--- src/rtl/serial_adder.sv ---
// Bit-serial N-bit adder: operands are fed LSB-first through a single fulladd
// cell, one bit per clock, with the carry held in a flip-flop between bits.
module fulladd (
  input  logic Cin,
  input  logic x,
  input  logic y,
  output logic s,
  output logic Cout
);
  assign s    = x ^ y ^ Cin;
  assign Cout = (x & y) | (x & Cin) | (y & Cin);
endmodule

module serial_adder #(
  parameter int N = 8
) (
  input  logic         Clock,
  input  logic         Reset,
  input  logic         Start,
  input  logic [N-1:0] A,
  input  logic [N-1:0] B,
  output logic         Busy,
  output logic         Done,
  output logic [N-1:0] Sum,
  output logic         Cout
);
  localparam int CW = $clog2(N);
  localparam logic [CW-1:0] LAST = CW'(N - 1);

  typedef enum logic [1:0] {S_IDLE, S_ADD, S_DONE} state_t;

  state_t        r_state;
  logic [N-1:0]  r_ra;
  logic [N-1:0]  r_rb;
  logic [N-1:0]  r_sum;
  logic          r_c;
  logic          r_cout;
  logic [CW-1:0] r_cnt;
  logic          w_s;
  logic          w_co;

  fulladd u_fa (
    .Cin  (r_c),
    .x    (r_ra[0]),
    .y    (r_rb[0]),
    .s    (w_s),
    .Cout (w_co)
  );

  always_ff @(posedge Clock) begin
    if (Reset) begin
      r_state <= S_IDLE;
      r_ra    <= '0;
      r_rb    <= '0;
      r_sum   <= '0;
      r_c     <= 1'b0;
      r_cout  <= 1'b0;
      r_cnt   <= '0;
    end else begin
      case (r_state)
        S_IDLE: begin
          if (Start) begin
            r_ra    <= A;
            r_rb    <= B;
            r_c     <= 1'b0;
            r_cnt   <= '0;
            r_state <= S_ADD;
          end
        end
        S_ADD: begin
          // Sum fills from the top so the first bit processed ends up at bit 0.
          r_ra  <= {1'b0, r_ra[N-1:1]};
          r_rb  <= {1'b0, r_rb[N-1:1]};
          r_sum <= {w_s, r_sum[N-1:1]};
          r_c   <= w_co;
          r_cnt <= r_cnt + CW'(1);
          if (r_cnt == LAST) begin
            r_cout  <= w_co;
            r_state <= S_DONE;
          end
        end
        S_DONE: r_state <= S_IDLE;
        default: r_state <= S_IDLE;
      endcase
    end
  end

  assign Busy = (r_state == S_ADD);
  assign Done = (r_state == S_DONE);
  assign Sum  = r_sum;
  assign Cout = r_cout;
endmodule

--- config.mk ---
export PLATFORM = sky130hd
export DESIGN_NAME = serial_adder
export DESIGN_NICKNAME = d
export VERILOG_FILES = /design/src/rtl/serial_adder.sv
export SDC_FILE = /design/constraint.sdc
export NUM_CORES = 1
export LEC_CHECK = 0
export CAP_MARGIN = 5
export CORE_UTILIZATION = 53
export DETAILED_ROUTE_END_ITERATION = 16
export PLACE_DENSITY = 0.82
export SLEW_MARGIN = 20
export SYNTH_ARGS = -nofsm -noshare
export SYNTH_HDL_FRONTEND = slang
export SYNTH_HIERARCHICAL = 1
export SYNTH_SLANG_ARGS = --single-unit
--- constraint.sdc ---
create_clock -name Clock -period 3.24 [get_ports Clock]
set_input_delay 0.648 -clock Clock [delete_from_list [all_inputs] [get_ports Clock]]
set_output_delay 0.648 -clock Clock [all_outputs]
set_load 0.01 [all_outputs]
# Word level (Yosys, flattened, before mapping)
# Index checks and enable logic that the tools add are counted.
# Widths: inputs -> output; s select.
# totals
register_bits	31
inputBits	19
out_inout_bits	11
elab_cells	36
# op_classes
add_sub_neg	1
eq_ne	5
muxes	11
n_bitwise	7
reduce_logical	5
# ops
cell	count
$pmux 8 s2	2
$mux 8	2
$pmux 3 s2	1
$reduce_and 2->1	3
$mux 2	2
$pmux 2 s2	1
$add 3x1->3 const B	1
$and 1x1->1	3
$eq 3x3->1 const B	1
$mux 3	1
$eq 2x1->1 const B	1
$eq 2x2->1 const B	1
$logic_not 2->1	1
$ne 2x1->1 const B	1
$ne 2x2->1 const B	1
$or 1x1->1	2
$pmux 1 s2	1
$reduce_bool 2->1	1
$xor 1x1->1	2
$mux 1	1

# Depth between registers and ports, before layout
# Gate-level depths: netlist (run 1).
# depth
word_depth	4
depth_mapped	6
ltp_nobuf	5

# By module
# The synthesis (run 1) kept the hierarchy.
# by_module_without_submodules
module	instances	cells_each	area_each_um2	seq_area_each_um2
serial_adder	1	135	1333.8	620.6
fulladd	1	1	20.0	0.0

# Worst setup path after synthesis (run 1)
# Ideal clock, no wire load.
# synth_path
kind	register -> output
startpoint	register r_state[0]
endpoint	output port Done
arrival_time_ns	0.886
t_required_ns	2.592
slack_ns	1.706
path_stages_with_launch	4
n_path_buf	2
path_cell_list	dfxtp_1 -> buf_6 -> buf_6 -> and2b_2
# synth_between
elab_chain_len	1
# synth_lines
item	line	text
from (decl)	32	state_t r_state;
from (signal assigned)	52	r_state <= S_IDLE;
from (signal assigned)	67	r_state <= S_ADD;
from (signal assigned)	79	r_state <= S_DONE;
$eq 2x2->1	89	assign Done = (r_state == S_DONE);
to (decl)	23	output logic Done,
# Every way passes these cells.

# Worst setup path after layout (run 1)
# layout_path
startpoint	register r_state[0]
endpoint	output port Busy
# layout_between
elab_chain_len	1
# layout_lines
item	line	text
$eq 2x1->1	88	assign Busy = (r_state == S_ADD);
to (decl)	22	output logic Busy,
# Every way passes these cells.

==> flow_metrics.env, run 1 <==
export IMPL_layout_common_cells="dfxtp_1, clkdlybuf4s50_1, nor2_1"
export IMPL_vias_per_cell=5.48
export IMPL_postSynthNetCount=158
export IMPL_ant_nets=0
export IMPL_p_sw_uw=199
export IMPL_row_count=17
export IMPL_final_common_cell="dfxtp_1"
export IMPL_report_final_hold_viol_count=0
export IMPL_p_per_area_nw_per_um2=494
export IMPL_power_internal_uw=640
export IMPL_grt_max_degree=30
export IMPL_endpoint_kind="output port"
export IMPL_netlist_area_um2=1350
export IMPL_required_ps=2590
export IMPL_ys_seq_elements=31
export IMPL_finalCriticalPeriod_ps=2630
export IMPL_cts_clk_slew_worst_paths_ps=100
export IMPL_p_sw_frac=0.237
export IMPL_htree_levels=2
export IMPL_relSlewSlack=0.555
export IMPL_initial_core_util=0.584
export IMPL_drtIter0Drc=4
export IMPL_placed_cells=185
export IMPL_grt_pass1_vias=1002
export IMPL_cts_buffer_depth=2
export IMPL_drt_total_wl_mm=2.52
export IMPL_power_uw=839
export IMPL_cp_max_fo=21
export IMPL_grt_pass1_wl_mm=4.35
export IMPL_syn_inst=136
export IMPL_stdcell_count=193
export IMPL_gp_congestion=0.674
export IMPL_cts_tree="yes"
export IMPL_routedWlPerCell_um=13.1
export IMPL_critPathKind="flip-flop to output port"
export IMPL_grt_overflow=0
export IMPL_fillers=177
export IMPL_startpoint_type="flip-flop"
export IMPL_port_buffers=29
export IMPL_cts_made_buffers=5
export IMPL_grt_antenna_before_repair=0
export IMPL_postCtsSetupBuffers=0
export IMPL_finalCritPeriodShare=0.811
export IMPL_route_vias_total=1057
export IMPL_regArea_um2=621
export IMPL_syn_area_per_cell_um2=9.95
export IMPL_multi_input_area_um2=641
export IMPL_clock_root_buffer="clkbuf_4"
export IMPL_vdd_drop_max_v=0.000458
export IMPL_synthTopCellsByArea="dfxtp_1, mux2i_1, a211oi_2, nor2_1, buf_6"
export IMPL_ioPinCount=30
export IMPL_design_final_nets=186
export IMPL_dp_hpwl_mm=1.82
export IMPL_cap_violations=0
export IMPL_clock_sinks=31
export IMPL_synth_distinct_cells=24
export IMPL_setup_tns_ps=0
export IMPL_slowest_stage="clkdlybuf4s50_1"
export IMPL_p_leak_nw=0.642
export IMPL_outcome="finished clean"
export IMPL_diodes=0
export IMPL_grt_setup_unrepaired="false"
export IMPL_pwr_share_comb=0.131
export IMPL_area_growth_pct=25.3
export IMPL_dr_pass1_iters=4
export IMPL_holdBufCountCts=0
export IMPL_die_h_um=52.5
export IMPL_worst_pin_slew_ps=668
export IMPL_p_clk_frac=0.375
export IMPL_hold_class="flip-flop to flip-flop"
export IMPL_maxSlewViolCount=0
export IMPL_yosysWarnings=6
export IMPL_slowest_delay_ps=570
export IMPL_drive_above_1_share=0.139
export IMPL_ctsResizeCount=0
export IMPL_arrival_ps=1980
export IMPL_worstSkewPairLatency_ps=330
export IMPL_pwr_share_seq=0.494
export IMPL_track_usage=0.225
export IMPL_yosys_area_top_type="dfxtp_1"
export IMPL_max_freq_ghz=0.381
export IMPL_worstPathCellList="buf_4 > nand2b_1 > clkinv_2 > clkdlybuf4s50_1"
export IMPL_synth_top_area_share=0.458
export IMPL_seq_area_frac_synth=0.458
export IMPL_remaining_drc_errors=0
export IMPL_clock_skew_ps=9.83
export IMPL_die_w_um=52.5
export IMPL_dieArea_um2=2760
export IMPL_setup_viol=0
export IMPL_core_area_um2=2320
[synth_stat cells (all sizes together)]
| master | number |
|---|---|
| and2b | 1 |
| mux2i | 15 |
| clkinv | 1 |
| a21oi | 9 |
| clkbuf | 2 |
| a211oi | 15 |
| nand3b | 1 |
| a22oi | 5 |
| buf | 8 |
| dfxtp | 31 |
| o21ba | 1 |
| nand2 | 17 |
| nor3 | 1 |
| nor3b | 1 |
| nand3 | 1 |
| fa | 1 |
| inv | 1 |
| ha | 2 |
| nand2b | 1 |
| nor2 | 21 |
| o21bai | 1 |
[power by group through the flow]
stage               logic [mW]  clock network, mW  registers [mW]
floorplan               0.0803                  0           0.421
global placement         0.106                  0           0.422
detailed placement       0.110                  0           0.423
CTS                      0.111              0.319           0.414
global route             0.122              0.338           0.417
finish                   0.110              0.314           0.414
[critical path, delay by kind of cell, from the launching register on]
kind | cells | cell delay [ps]
simple gates | 1 | 250
buf+inv | 3 | 1070
flops | 1 | 320
[state kept, by name (all words and copies together), names as in the netlist]
signal   flops
r_rb         8
r_state      2
r_cnt        3
Cout         1
r_ra         8
Sum          8
r_c          1
[layer usage]
metal,vias to the layer above,GRT usage,share of wire
met5,-,0,0
met4,0,0.118,0.018
met3,5,0.0609,0.036
met2,23,0.384,0.51
met1,498,0.253,0.44
li1,531,-,-
[final timing paths]
| path | start | endpoint | slack (ps) | cells past startpoint |
|---|---|---|---|---|
| worst max register to register | r_state[0] | r_rb[6] | 1580 | 4 |
| worst max-delay path | r_state[0] | Busy | 610 | 4 |
| worst min-delay path | Sum[5] | Sum[4] | 470 | 2 |
| worst min register to register | Sum[5] | Sum[4] | 470 | 2 |
[per-stage QoR]
stage	utilization	hold slack (ps)	worst slack (ps)	area (um^2)
after detailed placement	0.695	455	963	1610
after global placement	0.695	448	1000	1610
after global routing	0.732	503	468	1700
final	0.732	474	613	1700
after CTS	0.732	476	586	1700
after floorplan	-	444	1710	1350
[cell type report]
| type | instances | share of cell area |
|---|---|---|
| inverter | 2 | 0.00516 |
| sequential | 31 | 0.366 |
| tap | 28 | 0.0206 |
| clock inverter | 2 | 0.0206 |
| multi-input combinational | 93 | 0.378 |
| clock buffer | 6 | 0.0302 |
| timing repair buffer | 31 | 0.180 |
[kinds of logic after synthesis]
kind of cell	count (synthesis)	share of synthesized area
AO/OA/AOI/OAI	31	0.194
AND/OR/NAND/NOR	44	0.135
multiplexers	15	0.111
flip-flops	31	0.458
buffers and inverters	12	0.0684
adder cells (fa/ha/maj)	3	0.0333
No activity file was read; power rests on OpenSTA's default activity.
==> inputs of run 2 (changes only) <==
--- a/config.mk
+++ b/config.mk
@@ -6,9 +6,9 @@
 export NUM_CORES = 1
 export LEC_CHECK = 0
 export CAP_MARGIN = 5
-export CORE_UTILIZATION = 53
+export CORE_UTILIZATION = 49
 export DETAILED_ROUTE_END_ITERATION = 16
-export PLACE_DENSITY = 0.82
+export PLACE_DENSITY = 0.77
 export SLEW_MARGIN = 20
 export SYNTH_ARGS = -nofsm -noshare
 export SYNTH_HDL_FRONTEND = slang
==> constraint.sdc (replaced) <==
create_clock -name Clock -period 2.6 [get_ports Clock]
set_input_delay 0.52 -clock Clock [delete_from_list [all_inputs] [get_ports Clock]]
set_output_delay 0.52 -clock Clock [all_outputs]
set_load 0.01 [all_outputs]
==> flow_metrics.env, run 2 (same netlist as run 1, synthesis figures left out) <==
export IMPL_critical_path_startpoint="r_state[1]"
export IMPL_dieArea_um2=2980
export IMPL_dr_pass1_iters=4
export IMPL_arrival_ps=1880
export IMPL_finalCritPeriodShare=0.921
export IMPL_area_growth_pct=25.5
export IMPL_report_final_hold_viol_count=0
export IMPL_drive_above_1_share=0.139
export IMPL_grt_antenna_before_repair=0
export IMPL_postCtsSetupBuffers=0
export IMPL_slowest_stage="clkdlybuf4s50_1"
export IMPL_cts_tree="yes"
export IMPL_outcome="finished clean"
export IMPL_port_buffers=29
export IMPL_relSlewSlack=0.546
export IMPL_cts_buffer_depth=2
export IMPL_clock_skew_ps=10.4
export IMPL_die_w_um=54.6
export IMPL_worstSkewPairLatency_ps=340
export IMPL_ctsResizeCount=0
export IMPL_design_area_um2=1700
export IMPL_vias_per_cell=5.33
export IMPL_worst_pin_slew_ps=682
export IMPL_endpoint_kind="output port"
export IMPL_diodes=0
export IMPL_grt_overflow=0
export IMPL_ioPinCount=30
export IMPL_grt_setup_unrepaired="false"
export IMPL_max_freq_ghz=0.417
export IMPL_htree_levels=2
export IMPL_grt_max_degree=32
export IMPL_design_final_nets=186
export IMPL_routedWlPerCell_um=12.6
export IMPL_clock_root_buffer="clkbuf_4"
export IMPL_gp_congestion=0.749
export IMPL_p_leak_nw=0.642
export IMPL_power_mw=1.04
export IMPL_r2r_start="r_state[0]"
export IMPL_cp_max_fo=14
export IMPL_drt_total_wl_mm=2.46
export IMPL_grt_pass1_vias=944
export IMPL_ant_nets=0
export IMPL_core_area_um2=2540
export IMPL_crit_family="buffers and inverters"
export IMPL_route_vias_total=1040
export IMPL_track_usage=0.203
export IMPL_holdBufCountCts=0
export IMPL_utilization=0.668
export IMPL_initial_core_util=0.532
export IMPL_startpoint_type="flip-flop"
export IMPL_cap_violations=0
export IMPL_p_per_area_nw_per_um2=614
export IMPL_finalCriticalPeriod_ps=2400
export IMPL_clock_sinks=31
export IMPL_cts_made_buffers=5
export IMPL_slowest_delay_ps=530
export IMPL_layout_common_cells="dfxtp_1, clkdlybuf4s50_1, nor2_1"
export IMPL_remaining_drc_errors=0
export IMPL_grt_pass1_wl_mm=4.09
export IMPL_dp_hpwl_mm=1.66
export IMPL_hold_class="flip-flop to flip-flop"
export IMPL_maxSlewViolCount=0
export IMPL_critPathBufInv=2
export IMPL_worstHoldStart="Sum[6]"
export IMPL_row_count=18
export IMPL_placed_cell_area_um2=1610
export IMPL_die_h_um=54.6
export IMPL_cts_clk_slew_worst_paths_ps=100
export IMPL_required_ps=2080
export IMPL_drtIter0Drc=11
export IMPL_vdd_drop_max_v=0.000554
export IMPL_setup_tns_ps=0
export IMPL_worstPathCellList="nand2b_1 > clkinv_2 > clkdlybuf4s50_1"
export IMPL_setup_viol=0
export IMPL_critPathKind="flip-flop to output port"
export IMPL_final_common_cell="dfxtp_1"
-- run 2: worst register-to-register path: stages (launching register included) --
cell	delay [ps]
dfxtp_1	350
buf_4	300
o21ba_2	640
nor2_1	100
a211oi_1	250
-- run 2: final timing paths --
check | cells after the start | slack (ps) | endpoint
hold / removal | 2 | 470 | Sum[5]
setup / recovery | 3 | 200 | Busy
hold reg to reg | 2 | 470 | Sum[5]
setup reg to reg | 4 | 880 | r_rb[2]
-- run 2: layout make-up --
type,count,area [um^2]
clock buffers,6,51.3
fillers,214,846
clock inverters,2,35.0
repair buffers,31,305
multi-input cells,93,641
inverters,2,8.76
flip-flops and latches,31,621
well taps,30,37.5
-- run 2: power by group --
group | switching (mW) | internal, mW | leakage (nW)
clock network | 0.164 | 0.227 | 0.0482
registers | 0.0152 | 0.501 | 0.254
logic | 0.0667 | 0.0690 | 0.339
-- run 2: metrics by stage --
stage	cells	hold slack [ps]	setup WS [ps]
finish	195	473	204
global route	195	490	10.8
CTS	195	476	205
detailed placement	187	458	514
global placement	187	447	605
floorplan	136	444	1190
-- run 2: metal layers --
metal | vias to the layer above | track usage | share of wire
met5 | - | 0 | 0
met4 | 0 | 0.128 | 0.021
met3 | 8 | 0.0583 | 0.047
met2 | 21 | 0.327 | 0.50
met1 | 481 | 0.235 | 0.43
li1 | 530 | - | -
